File: config.mk
export PLATFORM = sky130hd
export DESIGN_NAME = btb_resolve_ctrl
export DESIGN_NICKNAME = d
export VERILOG_FILES = /design/src/rtl/btb_resolve_ctrl.sv
export SDC_FILE = /design/constraint.sdc
export NUM_CORES = 1
export LEC_CHECK = 0
export ABC_AREA = 1
export BUFFER_PORTS_ARGS = -buffer_cell sky130_fd_sc_hd__buf_2
export CAP_MARGIN = 20
export CORE_MARGIN = 2
export CORE_UTILIZATION = 60
export CTS_BUF_LIST = sky130_fd_sc_hd__clkbuf_4
export DETAILED_ROUTE_END_ITERATION = 8
export GPL_TIMING_DRIVEN = 1
export PLACE_DENSITY = 0.82
export SYNTH_ARGS = -nofsm -noshare
export SYNTH_HDL_FRONTEND = slang
export SYNTH_SLANG_ARGS = --single-unit
File: constraint.sdc
create_clock -name clk -period 7.45 [get_ports clk]
set_clock_uncertainty 0.1 [all_clocks]
set_input_delay 0 -clock clk [delete_from_list [all_inputs] [get_ports clk]]
set_output_delay 0 -clock clk [all_outputs]
set_load 0.1 [all_outputs]
File: src/rtl/btb_resolve_ctrl.sv
// btb_resolve_ctrl: update-side companion of the BTB.
// Keeps every fetched instruction's BTB prediction in an in-order queue,
// compares it with the execute-stage resolution, and drives the BTB update
// port plus the fetch redirect/flush pulses. All outputs are registered,
// so they appear one cycle after the resolve.
// Optional feature macro: BTB_STATS_EN adds saturating branch/mispredict
// counters (stat_branches, stat_mispredicts).
module btb_resolve_ctrl #(
  parameter int DEPTH = 4,
  parameter int PTR_W = 2
) (
  input  logic             clk,
  input  logic             rst,
  input  logic             push_valid,
  input  logic [31:0]      push_pc,
  input  logic             push_pred_taken,
  input  logic [31:0]      push_pred_target,
  output logic             push_ready,
  input  logic             resolve_valid,
  input  logic             resolve_is_branch,
  input  logic             resolve_taken,
  input  logic [31:0]      resolve_target,
  output logic             update,
  output logic [31:0]      update_pc,
  output logic [31:0]      update_target,
  output logic             mispredicted,
  output logic             redirect_valid,
  output logic [31:0]      redirect_pc,
  output logic             flush,
`ifdef BTB_STATS_EN
  output logic [31:0]      stat_branches,
  output logic [31:0]      stat_mispredicts,
`endif
  output logic [PTR_W:0]   count,
  output logic             resolve_err
);

  localparam logic [PTR_W:0] DepthC = (PTR_W+1)'(DEPTH);

  // Prediction storage; validity is tracked by the pointers and count alone
  logic [31:0]      pc_mem_q     [DEPTH];
  logic             taken_mem_q  [DEPTH];
  logic [31:0]      target_mem_q [DEPTH];

  logic [PTR_W-1:0] wr_ptr_q, wr_ptr_d;
  logic [PTR_W-1:0] rd_ptr_q, rd_ptr_d;
  logic [PTR_W:0]   count_q, count_d;

  logic             update_q;
  logic [31:0]      update_pc_q;
  logic [31:0]      update_target_q;
  logic             mispredicted_q;
  logic             redirect_valid_q;
  logic [31:0]      redirect_pc_q;
  logic             flush_q;
  logic             resolve_err_q;

  logic [31:0]      head_pc;
  logic             head_taken;
  logic [31:0]      head_target;
  logic             resolve_ok;
  logic             mis;
  logic             flush_now;
  logic             pop_ok;
  logic             push_acc;

  // Head compare, mispredict detection and next pointer/occupancy state
  always_comb begin
    head_pc     = pc_mem_q[rd_ptr_q];
    head_taken  = taken_mem_q[rd_ptr_q];
    head_target = target_mem_q[rd_ptr_q];
    resolve_ok  = resolve_valid && (count_q != '0);
    mis         = (head_taken != resolve_taken) ||
                  (head_taken && resolve_taken && (head_target != resolve_target));
    flush_now   = resolve_ok && mis;
    pop_ok      = resolve_ok && !mis;
    // A full queue still takes a push when the head retires in the same cycle
    push_acc    = push_valid && !flush_now && ((count_q != DepthC) || pop_ok);

    wr_ptr_d = wr_ptr_q;
    rd_ptr_d = rd_ptr_q;
    count_d  = count_q;
    if (flush_now) begin
      wr_ptr_d = '0;
      rd_ptr_d = '0;
      count_d  = '0;
    end else begin
      if (push_acc) wr_ptr_d = wr_ptr_q + PTR_W'(1);
      if (pop_ok)   rd_ptr_d = rd_ptr_q + PTR_W'(1);
      if (push_acc && !pop_ok)      count_d = count_q + (PTR_W+1)'(1);
      else if (pop_ok && !push_acc) count_d = count_q - (PTR_W+1)'(1);
    end
  end

  // Capture accepted pushes into the slot under the write pointer
  always_ff @(posedge clk) begin
    if (push_acc) begin
      pc_mem_q[wr_ptr_q]     <= push_pc;
      taken_mem_q[wr_ptr_q]  <= push_pred_taken;
      target_mem_q[wr_ptr_q] <= push_pred_target;
    end
  end

  // Queue control and registered update/redirect outputs
  always_ff @(posedge clk or negedge rst) begin
    if (!rst) begin
      wr_ptr_q         <= '0;
      rd_ptr_q         <= '0;
      count_q          <= '0;
      update_q         <= 1'b0;
      update_pc_q      <= '0;
      update_target_q  <= '0;
      mispredicted_q   <= 1'b0;
      redirect_valid_q <= 1'b0;
      redirect_pc_q    <= '0;
      flush_q          <= 1'b0;
      resolve_err_q    <= 1'b0;
    end else begin
      wr_ptr_q         <= wr_ptr_d;
      rd_ptr_q         <= rd_ptr_d;
      count_q          <= count_d;
      update_q         <= resolve_ok && (resolve_is_branch || mis);
      mispredicted_q   <= flush_now;
      redirect_valid_q <= flush_now;
      flush_q          <= flush_now;
      if (resolve_ok) begin
        update_pc_q     <= head_pc;
        update_target_q <= resolve_target;
      end
      if (flush_now) begin
        redirect_pc_q <= resolve_taken ? resolve_target : (head_pc + 32'd4);
      end
      if (resolve_valid && (count_q == '0)) begin
        resolve_err_q <= 1'b1;
      end
    end
  end

`ifdef BTB_STATS_EN
  logic [31:0] stat_br_q;
  logic [31:0] stat_mis_q;

  // Saturating event counters driven by the registered output pulses
  always_ff @(posedge clk or negedge rst) begin
    if (!rst) begin
      stat_br_q  <= '0;
      stat_mis_q <= '0;
    end else begin
      if (update_q && (stat_br_q != 32'hFFFF_FFFF))        stat_br_q  <= stat_br_q + 32'd1;
      if (mispredicted_q && (stat_mis_q != 32'hFFFF_FFFF)) stat_mis_q <= stat_mis_q + 32'd1;
    end
  end

  assign stat_branches    = stat_br_q;
  assign stat_mispredicts = stat_mis_q;
`endif

  assign push_ready     = (count_q != DepthC);
  assign update         = update_q;
  assign update_pc      = update_pc_q;
  assign update_target  = update_target_q;
  assign mispredicted   = mispredicted_q;
  assign redirect_valid = redirect_valid_q;
  assign redirect_pc    = redirect_pc_q;
  assign flush          = flush_q;
  assign count          = count_q;
  assign resolve_err    = resolve_err_q;

endmodule

==> reports/results.tsv <==
metric	value	unit
status	completed	
Crit path largest cell delay	0.89	ns
kind of critical path	register to register	
CTS buffer count	89	
Hold Startpoint	resolve_target[1]	
Seq/Total Area, Yosys	66.0	%
DRC	0	
largest net degree at the start of global routing	132	
Inst Count DP	2002	
DR iter-0 viols	1602	
Reg-to-Reg End	pc_mem_q[2][2]$_DFFE_PP_	
TritonRoute pass-1 iters	6	
Cell Count, Final, Fillers Out	2338	
CTS sink count	366	
Final period util	69.1	%
die height	166	um
Max Cap Viol	0	
Mapped Nets	1632	
setup repair bufs after CTS	0	
via/cell ratio	5.68	
critical-path cell list	buf_4 > nand2_1 > nand3_1 > nand3_1 > nand2_1 > nand2_1 > nor2_1 > nand2_1 > nor2_1 > nand2_1 > nand2_1 > nand2_1 > nand2_4 > nand2_2 > nor2_4 > buf_12	
worst r2r src	rd_ptr_q[0]$_DFFE_PN0P_	
Skew-Pair Late Insertion Delay	0.72	ns
Root Buffer	clkbuf_4	
DP HPWL	27300	um
share of cells above drive strength 1	20.8	%
CTS tree	built	
LEAKAGE	8.69	nW
Synth Area in Compound Gates	4.23	%
Syn Std Cell Area	0.0158	sq mm
Max clock buf depth	3	
TNS Setup	0	ns
Min Hold Slack	0.0958	ns
final hold violation count	0	
pre-CTS setup slack	2.52	ns
Setup crit start	rd_ptr_q[0]$_DFFE_PN0P_	
post-synthesis mux area share	0.506	%
adder-cell share of the synthesized area	0.600	%
die area	0.0277	sq mm
drt wl/cell	19.4	um
WHS Path Cells	4	
gpl congestion	0.955	
initial core utilization	60.9	%
core area	0.0260	sq mm
# rows	59	
CP endpoint kind	register	
Max Clock Freq	194	MHz
power density over the cells	483	mW/mm^2
RSZ-0062 raised after global routing	false	
Worst-path clk slew	0.07	ns
Hold EP	update_target[1]$_DFFE_PN0P_	
main combinational cell family by area after synthesis	simple AND/OR/NAND/NOR gates	
Arrival @ worst endpoint	5.37	ns
first-pass GRT wire length	70400	um
Post-Syn Instances	1522	
Avg Synthesized Cell Area	10.4	sq um
final setup margin	2.31	ns
setup violators final	0	
final WL	45400	um
nature of the critical path startpoint	register	
post-synthesis xor/xnor area fraction	1.27	%
R2R Setup Slk	2.31	ns
chip width	166	um
final core utilization	76.8	%
relative slew slack	32.2	%
distinct cell type count after synthesis	36	
maximum fanout along the worst path	72	
via count	13280	
Ys Warns	0	
io pins	208	
Yosys reg bits	366	
Slew @ Worst Pin	1.02	ns
reg2reg path depth	16	
Final nets	2040	
total grt overflow	0	
initial antenna violation count	2	
Hold Path Class	input port to register	
fin crit period	5.14	ns
Area Overhead vs Synth	26.0	%
H-tree levels	3	
Critical-path top delay cell	dfrtp_4	
vias in the first global route	13164	
post-synthesis simple-gate area fraction	22.6	%
port bufs	207	
CP most frequent cell	nand2_1	
Req. time, crit path	7.68	ns
Routed Antenna Nets	0	
Pins Over Slew Limit	0	
VDD IR max	0.685	mV
overall routing resource usage	32.8	%
cell families after synthesis:
family                   count (synthesis)
flip-flops                             366
AO/OA/AOI/OAI                          130
buffers and inverters                  141
adder cells (fa/ha/maj)                  7
AND/OR/NAND/NOR                        847
multiplexers                             8
XOR/XNOR                                23
area by class of cell:
cell class | count | area (sq um)
clock buffer | 137 | 1030
timing repair buffer | 389 | 2920
sequential | 366 | 10500
fill | 1642 | 6020
clock inverter | 25 | 203
multi-input combinational | 1015 | 4660
antenna | 2 | 5.00
tap | 335 | 419
inverter | 69 | 267
per-layer routing:
layer  vias to the layer above  track usage, %  share of wire [%]
met5                         -               0              0.029
met2                       925            53.1                 48
met3                       162            8.17                 11
met4                         2            16.6                4.3
li1                       5997               -                  -
met1                      6194            41.7                 36
metrics by stage:
stage / cell area [sq um] / power, mW
after floorplan: 15800 / 6.77
after global placement: 17000 / 7.58
after detailed placement: 17000 / 7.68
after CTS: 19900 / 9.51
after global routing: 20000 / 10.1
final: 20000 / 9.63
synth_stat cells, drive strengths merged:
master | n | area [sq um]
buf | 51 | 412
inv | 69 | 267
a21boi | 2 | 15.0
dfrtp | 106 | 2650
xnor2 | 8 | 70.1
edfxtp | 260 | 7810
o21bai | 1 | 7.51
nor3 | 4 | 47.5
o22ai | 1 | 6.26
a32o | 2 | 20.0
nor2 | 70 | 325
a21oi | 5 | 25.0
nand2 | 580 | 2220
and2 | 5 | 31.3
clkbuf | 21 | 78.8
nand3 | 181 | 906
o21ai | 119 | 596
fa | 1 | 20.0
nand4 | 4 | 25.0
nand3b | 3 | 22.5
xor2 | 15 | 131
ha | 6 | 75.1
mux2i | 8 | 80.1
critical path, delay by kind of cell, from the launching register on:
family / cells / cell delay (ns)
buffers and inverters: 2 / 1.12
flip-flops: 1 / 0.89
AND/OR/NAND/NOR: 14 / 2.54
how the worst max path moves through the flow:
stage,endpoint,slack [ns],depth (start not counted)
2_1_floorplan,pc_mem_q[0][0]$_DFFE_PP_,1.63,6
3_3_place_gp,target_mem_q[2][15]$_DFFE_PP_,2.63,18
3_5_place_dp,pc_mem_q[2][1]$_DFFE_PP_,2.52,18
4_1_cts,pc_mem_q[2][1]$_DFFE_PP_,2.41,16
5_1_grt,pc_mem_q[2][31]$_DFFE_PP_,1.98,16
6_report,pc_mem_q[2][2]$_DFFE_PP_,2.31,16
cell usage in the layout (no fill, tap or decap), drive strengths merged:
cell / n
fa: 1
nand2: 580
edfxtp: 260
clkinv: 18
bufinv: 4
mux2i: 8
inv: 72
a21boi: 2
dlygate4sd3: 169
and2: 5
clkbuf: 137
buf: 220
nand3: 181
ha: 6
o21bai: 1
dfrtp: 106
nand4: 4
nor2: 70
xnor2: 8
diode: 2
o21ai: 119
a21oi: 5
o22ai: 1
nor3: 4
nand3b: 3
xor2: 15
a32o: 2
flip-flops by register name (all words and copies together), names as in the netlist:
name	cells
count	3
flush	1
pc_mem_q	128
rd_ptr_q	2
redirect_pc	32
resolve_err	1
taken_mem_q	4
target_mem_q	128
update	1
update_pc	32
update_target	32
wr_ptr_q	2
report_power, final:
group / internal [mW] / switching (mW) / total, mW / leakage, nW
clock: 0.977 / 0.807 / 1.78 / 0.735
sequential: 2.74 / 0.331 / 3.07 / 3.68
combinational: 0.910 / 3.87 / 4.78 / 4.28
what timing repair did:
item / 4_1_cts / 5_1_grt
endpoints found under the hold margin: 437 / 0
resized for setup: 0 / 0
hold buffers: 170 / 0
(Power assumes the default switching activity.)
